[src/rtl/alu_pkg.sv]
// Shared encodings for the ALU and the shift-add multiply sequencer.
package alu_pkg;

    localparam int ALU_WIDTH = 32;

    typedef enum logic [3:0] {
        ALU_ADD  = 4'b0000,
        ALU_OR   = 4'b0001,
        ALU_SLLI = 4'b0010,
        ALU_SRLI = 4'b0011,
        ALU_SUB  = 4'b0100
    } alu_op_t;

    typedef enum logic [2:0] {
        ST_IDLE = 3'd0,
        ST_TEST = 3'd1,
        ST_ACC  = 3'd2,
        ST_SHL  = 3'd3,
        ST_SHR  = 3'd4,
        ST_DONE = 3'd5
    } seq_state_t;

    // Shift amounts use only the low five bits of b, as a 32-bit shifter would.
    function automatic logic [ALU_WIDTH-1:0] alu_eval(
        input logic [3:0]           op,
        input logic [ALU_WIDTH-1:0] a,
        input logic [ALU_WIDTH-1:0] b
    );
        logic [ALU_WIDTH-1:0] r;
        r = '0;
        case (op)
            ALU_ADD:  r = a + b;
            ALU_OR:   r = a | b;
            ALU_SLLI: r = a << b[4:0];
            ALU_SRLI: r = a >> b[4:0];
            ALU_SUB:  r = a - b;
            default:  r = '0;
        endcase
        return r;
    endfunction

endpackage

[src/rtl/alu_mul_sequencer.sv]
// Shift-add multiplier that performs every arithmetic step on an external ALU.
//
// state | meaning
// IDLE  | waiting for start_i; ALU driven with ADD 0,0
// TEST  | OR mp,0 to detect an exhausted multiplier
// ACC   | ADD acc,mc when the multiplier LSB is set
// SHL   | SLLI mc,1
// SHR   | SRLI mp,1
// DONE  | one-cycle done_o pulse; product held in acc
//
// The ALU drive is registered, so each transition also loads the operation
// for the state being entered.
module alu_mul_sequencer
    import alu_pkg::*;
#(
    parameter int DATA_WIDTH = 32
) (
    input  logic                  clk,
    input  logic                  reset,
    input  logic                  start_i,
    input  logic [DATA_WIDTH-1:0] multiplicand_i,
    input  logic [DATA_WIDTH-1:0] multiplier_i,
    output logic                  busy_o,
    output logic                  done_o,
    output logic [DATA_WIDTH-1:0] product_o,
    output logic [3:0]            alu_op_o,
    output logic [DATA_WIDTH-1:0] alu_a_o,
    output logic [DATA_WIDTH-1:0] alu_b_o,
    input  logic [DATA_WIDTH-1:0] alu_result_i,
    input  logic                  alu_zero_i
);

    localparam logic [DATA_WIDTH-1:0] ONE = DATA_WIDTH'(1);

    seq_state_t            state;
    logic [DATA_WIDTH-1:0] mc;
    logic [DATA_WIDTH-1:0] mp;
    logic [DATA_WIDTH-1:0] acc;

    assign product_o = acc;

    // Sequencer state, datapath registers and registered outputs.
    always_ff @(posedge clk or negedge reset) begin
        if (!reset) begin
            state    <= ST_IDLE;
            mc       <= '0;
            mp       <= '0;
            acc      <= '0;
            busy_o   <= 1'b0;
            done_o   <= 1'b0;
            alu_op_o <= ALU_ADD;
            alu_a_o  <= '0;
            alu_b_o  <= '0;
        end else begin
            case (state)
                ST_IDLE: begin
                    done_o <= 1'b0;
                    if (start_i) begin
                        mc       <= multiplicand_i;
                        mp       <= multiplier_i;
                        acc      <= '0;
                        state    <= ST_TEST;
                        busy_o   <= 1'b1;
                        alu_op_o <= ALU_OR;
                        alu_a_o  <= multiplier_i;
                        alu_b_o  <= '0;
                    end
                end
                ST_TEST: begin
                    if (alu_zero_i) begin
                        state    <= ST_DONE;
                        done_o   <= 1'b1;
                        alu_op_o <= ALU_ADD;
                        alu_a_o  <= '0;
                        alu_b_o  <= '0;
                    end else if (mp[0]) begin
                        state    <= ST_ACC;
                        alu_op_o <= ALU_ADD;
                        alu_a_o  <= acc;
                        alu_b_o  <= mc;
                    end else begin
                        state    <= ST_SHL;
                        alu_op_o <= ALU_SLLI;
                        alu_a_o  <= mc;
                        alu_b_o  <= ONE;
                    end
                end
                ST_ACC: begin
                    acc      <= alu_result_i;
                    state    <= ST_SHL;
                    alu_op_o <= ALU_SLLI;
                    alu_a_o  <= mc;
                    alu_b_o  <= ONE;
                end
                ST_SHL: begin
                    mc       <= alu_result_i;
                    state    <= ST_SHR;
                    alu_op_o <= ALU_SRLI;
                    alu_a_o  <= mp;
                    alu_b_o  <= ONE;
                end
                ST_SHR: begin
                    mp       <= alu_result_i;
                    state    <= ST_TEST;
                    alu_op_o <= ALU_OR;
                    alu_a_o  <= alu_result_i;
                    alu_b_o  <= '0;
                end
                ST_DONE: begin
                    state  <= ST_IDLE;
                    busy_o <= 1'b0;
                    done_o <= 1'b0;
                end
                default: begin
                    state    <= ST_IDLE;
                    busy_o   <= 1'b0;
                    done_o   <= 1'b0;
                    alu_op_o <= ALU_ADD;
                    alu_a_o  <= '0;
                    alu_b_o  <= '0;
                end
            endcase
        end
    end

endmodule
[config.mk]
export PLATFORM = sky130hd
export DESIGN_NAME = alu_mul_sequencer
export DESIGN_NICKNAME = d
export VERILOG_FILES = /design/src/rtl/alu_pkg.sv /design/src/rtl/alu_mul_sequencer.sv
export SDC_FILE = /design/constraint.sdc
export NUM_CORES = 1
export LEC_CHECK = 0
export CORE_ASPECT_RATIO = 1.4
export CORE_UTILIZATION = 50
export CTS_BUF_LIST = sky130_fd_sc_hd__clkbuf_8 sky130_fd_sc_hd__clkbuf_16
export DETAILED_ROUTE_END_ITERATION = 12
export HOLD_SLACK_MARGIN = 0.15
export PLACE_DENSITY = 0.81
export SYNTH_ARGS = -nofsm -noshare
export SYNTH_HDL_FRONTEND = slang
export SYNTH_SLANG_ARGS = --single-unit
[constraint.sdc]
create_clock -name clk -period 2.2 [get_ports clk]
set_input_delay 0.33 -clock clk [delete_from_list [all_inputs] [get_ports clk]]
set_output_delay 0.33 -clock clk [all_outputs]
set_load 0.01 [all_outputs]
# ---- After elaboration in Yosys (flattened, before gate mapping)
# Index checks and enable logic that the tools add are counted.
dict set report totals {
  reg_bits 169
  latchBits 0
  mem_bits_rw 0
  romBits 0
  output_inout_bits 102
  memories 0
}
dict set report classes {
  n_addsub 0
  multipliers 0
  div_mod_pow 0
  order_cmp 0
  eq_ne 7
  shift 0
  n_mux 24
  bitwise 3
  n_reduce_logical 13
}
# cell count
set ops {}
lappend ops {{$mux 32} 7}
lappend ops {{$pmux 32 s2} 3}
lappend ops {{$pmux 32 s6} 1}
lappend ops {{$pmux 32 s4} 1}
lappend ops {{$pmux 4 s6} 1}
lappend ops {{$pmux 3 s5} 1}
lappend ops {{$reduce_and 2->1} 6}
lappend ops {{$eq 3x2->1 const B} 2}
lappend ops {{$eq 3x3->1 const B} 2}
lappend ops {{$mux 3} 2}
lappend ops {{$reduce_bool 2->1} 3}
lappend ops {{$mux 2} 2}
lappend ops {{$mux 4} 1}
lappend ops {{$ne 2x2->1 const B} 2}
lappend ops {{$pmux 1 s2} 2}
lappend ops {{$reduce_or 4->1} 1}
lappend ops {{$eq 3x1->1 const B} 1}
lappend ops {{$logic_not 3->1} 1}
lappend ops {{$mux 1} 3}
lappend ops {{$not 1->1} 3}
lappend ops {{$reduce_or 3->1} 1}
lappend ops {{$reduce_or 2->1} 1}

# ---- Depth between registers and ports, before layout
dict set report depth {
  word_depth 4
  depth_mapped 8
  mapped_depth_nobuf 4
}

# ---- Least setup slack after synthesis
# No wires, ideal clock.
dict set report synth_path {
  path_kind {register to register}
  startpoint {reg state[0]}
  endpoint {reg mc[11]}
  setup_ns 0.123
  arrival_time_ns 1.448
  t_required_ns 2.077
  path_slack_ns 0.629
  path_stages_with_launch 6
  cell_sequence {dfrtp_1 -> buf_6 -> or3b_4 -> a21oi_4 -> buf_4 -> a21oi_2}
}
dict set report synth_between {
  elab_chain_len 3
}
# item line
set synth_lines {}
lappend synth_lines {{start, declared} alu_mul_sequencer.sv:35} ;# seq_state_t state;
lappend synth_lines {{start signal, assigned} alu_mul_sequencer.sv:45} ;# state <= ST_IDLE;
lappend synth_lines {{start signal, assigned} alu_mul_sequencer.sv:62} ;# state <= ST_TEST;
lappend synth_lines {{start signal, assigned} alu_mul_sequencer.sv:71} ;# state <= ST_DONE;
lappend synth_lines {{$eq 3x2->1 or $logic_not 3->1 (tied branches)} alu_mul_sequencer.sv:55} ;# case (state)
lappend synth_lines {{$reduce_bool 2->1 (no line) or $ne 2x2->1 (tied branches)} n/a}
lappend synth_lines {{$reduce_and 2->1 (no line)} n/a}
lappend synth_lines {{end signal, assigned} alu_mul_sequencer.sv:59} ;# mc <= multiplicand_i;
lappend synth_lines {{end signal, assigned} alu_mul_sequencer.sv:96} ;# mc <= alu_result_i;
lappend synth_lines {{end, declared} alu_mul_sequencer.sv:36} ;# logic [DATA_WIDTH-1:0] mc;
# Several ways; a longest one is shown, not always the timed one.
# A chain may end at the register's enable or synchronous reset.

# ---- Worst setup path after layout
dict set report layout_path {
  startpoint {reg state[1]}
  endpoint {reg mp[4]}
}
dict set report layout_between {
  elab_chain_len 3
}
# item line
set layout_lines {}
lappend layout_lines {{$eq 3x3->1 or $logic_not 3->1 (tied branches)} alu_mul_sequencer.sv:55}
lappend layout_lines {{$reduce_bool 2->1 (no line) or $ne 2x2->1 (tied branches)} n/a}
lappend layout_lines {{$reduce_and 2->1 (no line)} n/a}
lappend layout_lines {{end signal, assigned} alu_mul_sequencer.sv:60} ;# mp <= multiplier_i;
lappend layout_lines {{end signal, assigned} alu_mul_sequencer.sv:103} ;# mp <= alu_result_i;
lappend layout_lines {{end, declared} alu_mul_sequencer.sv:37} ;# logic [DATA_WIDTH-1:0] mp;
# Several ways; a longest one is shown, not always the timed one.

==> metrics.txt <==
CORE AREA around 0.016 sq mm; initial antenna violation count 1; TritonCTS clock tree done; area leader, netlist dfrtp_1; final count of hold timing violations 0; DR iter-0 viols about 360; crit path DAT ~2400 ps; Max H-tree Level 4; Syn Std Cell Area between 0.008 and 0.009 sq mm; final setup violation count 0; Post-synth top flop dfrtp_1; Layout Skew roughly 7.3 ps; post-route clock period utilization 0.912; vias per std cell 6.05; Die Y between 150 and 200 microns; antenna viol nets, final 0; crit-path cells buf_4 > nor4b_4 > nor2_4 > nand2_1 > nand2_1; critical-path maximum fanout 32; Max-Slew Margin vs Limit 0.306; maximum vdd drop about 800 uV; Die W between 100 and 150 microns; most frequent cell after synthesis dfrtp_1; CTS Buf Count 17; Critical Path RT ~2600 ps; synthesized flop and latch total about 170; drt pass-1 iters 5; CP max stage delay about 710 ps; status completed; WL per Instance roughly 21 microns; share of the yosys chip area belonging to registers 0.513; DR vias 6892; die area around 0.017 sq mm; most frequent cells after synthesis dfrtp_1 (167), mux2i_1 (96), nor2_1 (73); Final nets roughly 1000; Tmin final 2010 ps; critical path startpoint category register; clock latency on the worst-skew pair 410 ps; share of flip-flops with an asynchronous set or reset 1.00; share of cells above drive strength 1 0.121; setup TNS 0 ps; Mean Syn Cell Area around 11 sq um; Clock Pin Slew Worst Setup and Hold Paths 70 ps; CP max-delay cell nor2_4; clk buf depth 2; top cells by area, synth dfrtp_1 (51%), mux2i_1 (12%), a22o_1 (6.8%), nor2_1 (3.4%), a221oi_1 (3.2%); CP Capture Type register; YS warnings 0; MaxCap Viol Count 0; number of synthesized flops with an enable pin 0; first-pass GRT wire length 38100 microns; GRT Overall Usage 0.300; Lkg Pwr between 4 and 5 nW; DRC violations left 0; cell seen most often among critical-path stages nand2_1; clock tree sinks 167; routability cong. roughly 0.85; fmax between 400 and 500 MHz; Yosys cell types 41; Area growth syn-to-layout 35.8%; # port buffers ~200; initial cell density of the core 0.518; Overflow after GRT 0; Site Rows 54; Hold Path Class input pin to async pin; kind of critical path register to register; largest net degree at the start of global routing 54; Yosys top cell area share 0.513; routed wire length roughly 24000 microns; # IOs slightly above 200; RSZ-0062 raised after global routing no; Mapped Cells 740; hold_ws approximately 440 ps; post-DP HPWL approximately 16000 microns; count of final max-slew check failures 0; Worst-Margin Slew approximately 1000 ps; root buffer cell clkbuf_16; Power per Cell Area around 1500 mW/mm^2; vias in the first global route ~7100; number of setup buffers added after CTS 0
## state kept, by name, summed over array words and instances, names as in the netlist
| register | flops |
|---|---|
| product_o | 32 |
| done_o | 1 |
| mc | 32 |
| alu_op_o | 2 |
| alu_a_o | 32 |
| busy_o | 1 |
| state | 3 |
| mp | 32 |
| alu_b_o | 32 |
## per-layer routing
metal | vias up | routed length, microns | part of all wire | global-route usage
met3 | 31 | 1660 | 0.069 | 0.0512
met4 | 0 | 459 | 0.019 | 0.116
li1 | 3119 | - | - | -
met1 | 3433 | 9600 | 0.40 | 0.378
met5 | - | 0 | 0 | 0
met2 | 309 | 12400 | 0.51 | 0.508
## path summary, 6_finish.rpt
path	from	slack (ps)	cells past startpoint	end
worst max-delay path	state[1]	190	5	mp[4]
worst min-delay path	reset	440	2	alu_b_o[6]
worst max register to register	state[1]	190	5	mp[4]
worst min register to register	mp[21]	480	2	mp[21]
max in group asynchronous	reset	1070	3	state[2]
min in group clk	mp[21]	480	2	mp[21]
## cells in the final DEF, fill, tap and decap left out, types with 2 or more instances in the layout
cell / instances
o21ai_0: 3
nor2_4: 2
a21oi_4: 2
clkbuf_16: 17
buf_12: 12
dfrtp_2: 2
conb_1: 2
inv_1: 4
a22o_1: 63
o22ai_1: 31
clkdlybuf4s50_1: 198
a21oi_1: 41
inv_6: 3
nor2_1: 71
mux2i_1: 96
o21ai_1: 2
nand2b_1: 3
a221oi_1: 30
clkinv_4: 2
a21oi_2: 28
bufinv_16: 4
buf_4: 26
nand2_1: 69
a22oi_1: 33
nor2b_1: 7
dfrtp_1: 165
clkinvlp_4: 2
## layout make-up
type,instances,area [sq um]
Antenna cell,1,2.50
Clock buffer,18,439
Clock inverter,14,198
Fill cell,1157,4680
Inverter,2,7.51
Multi-Input combinational cell,504,3550
Sequential cell,167,4180
Tap cell,196,245
Timing Repair Buffer,238,2440
## metrics by stage
stage / total power [W] / setup slack, ps / cells / utilization / instance area, sq um
6_report: 0.0166 / 193 / 1140 / 0.703 / 11100
5_1_grt: 0.0176 / 73.2 / 1140 / 0.703 / 11100
4_1_cts: 0.0166 / 223 / 1139 / 0.703 / 11100
3_5_place_dp: 0.0133 / 69.1 / 1106 / 0.662 / 10400
3_3_place_gp: 0.0131 / 134 / 1106 / 0.662 / 10400
2_1_floorplan: 0.0103 / 629 / 741 / - / 8150
## power by group
part | switching (W) | total, W | internal, W
clock network | 0.00128 | 0.00323 | 0.00195
logic | 0.00408 | 0.00790 | 0.00382
registers | 0.00112 | 0.00548 | 0.00436
## cells by family (layout without fill, tap and decap cells)
family / after synthesis / count (layout) / share of synthesized area
compound gates: 241 / 241 / 0.224
buf+inv: 70 / 272 / 0.0563
flops: 167 / 167 / 0.513
mux: 96 / 96 / 0.118
other cells: 1 / 3 / 0.000460
simple gates: 165 / 165 / 0.0881
## repair_timing
action,in CTS,in global routing
hold endpoints to repair,49,0
resized for setup,0,0
hold buffers,1,0
## worst max-delay path, delay by kind of cell (launching register included)
family	cells	cell delay, ps
flip-flops	1	670
AND/OR/NAND/NOR	4	1030
buffers and inverters	1	240
Power figures use the tool's default switching activity.
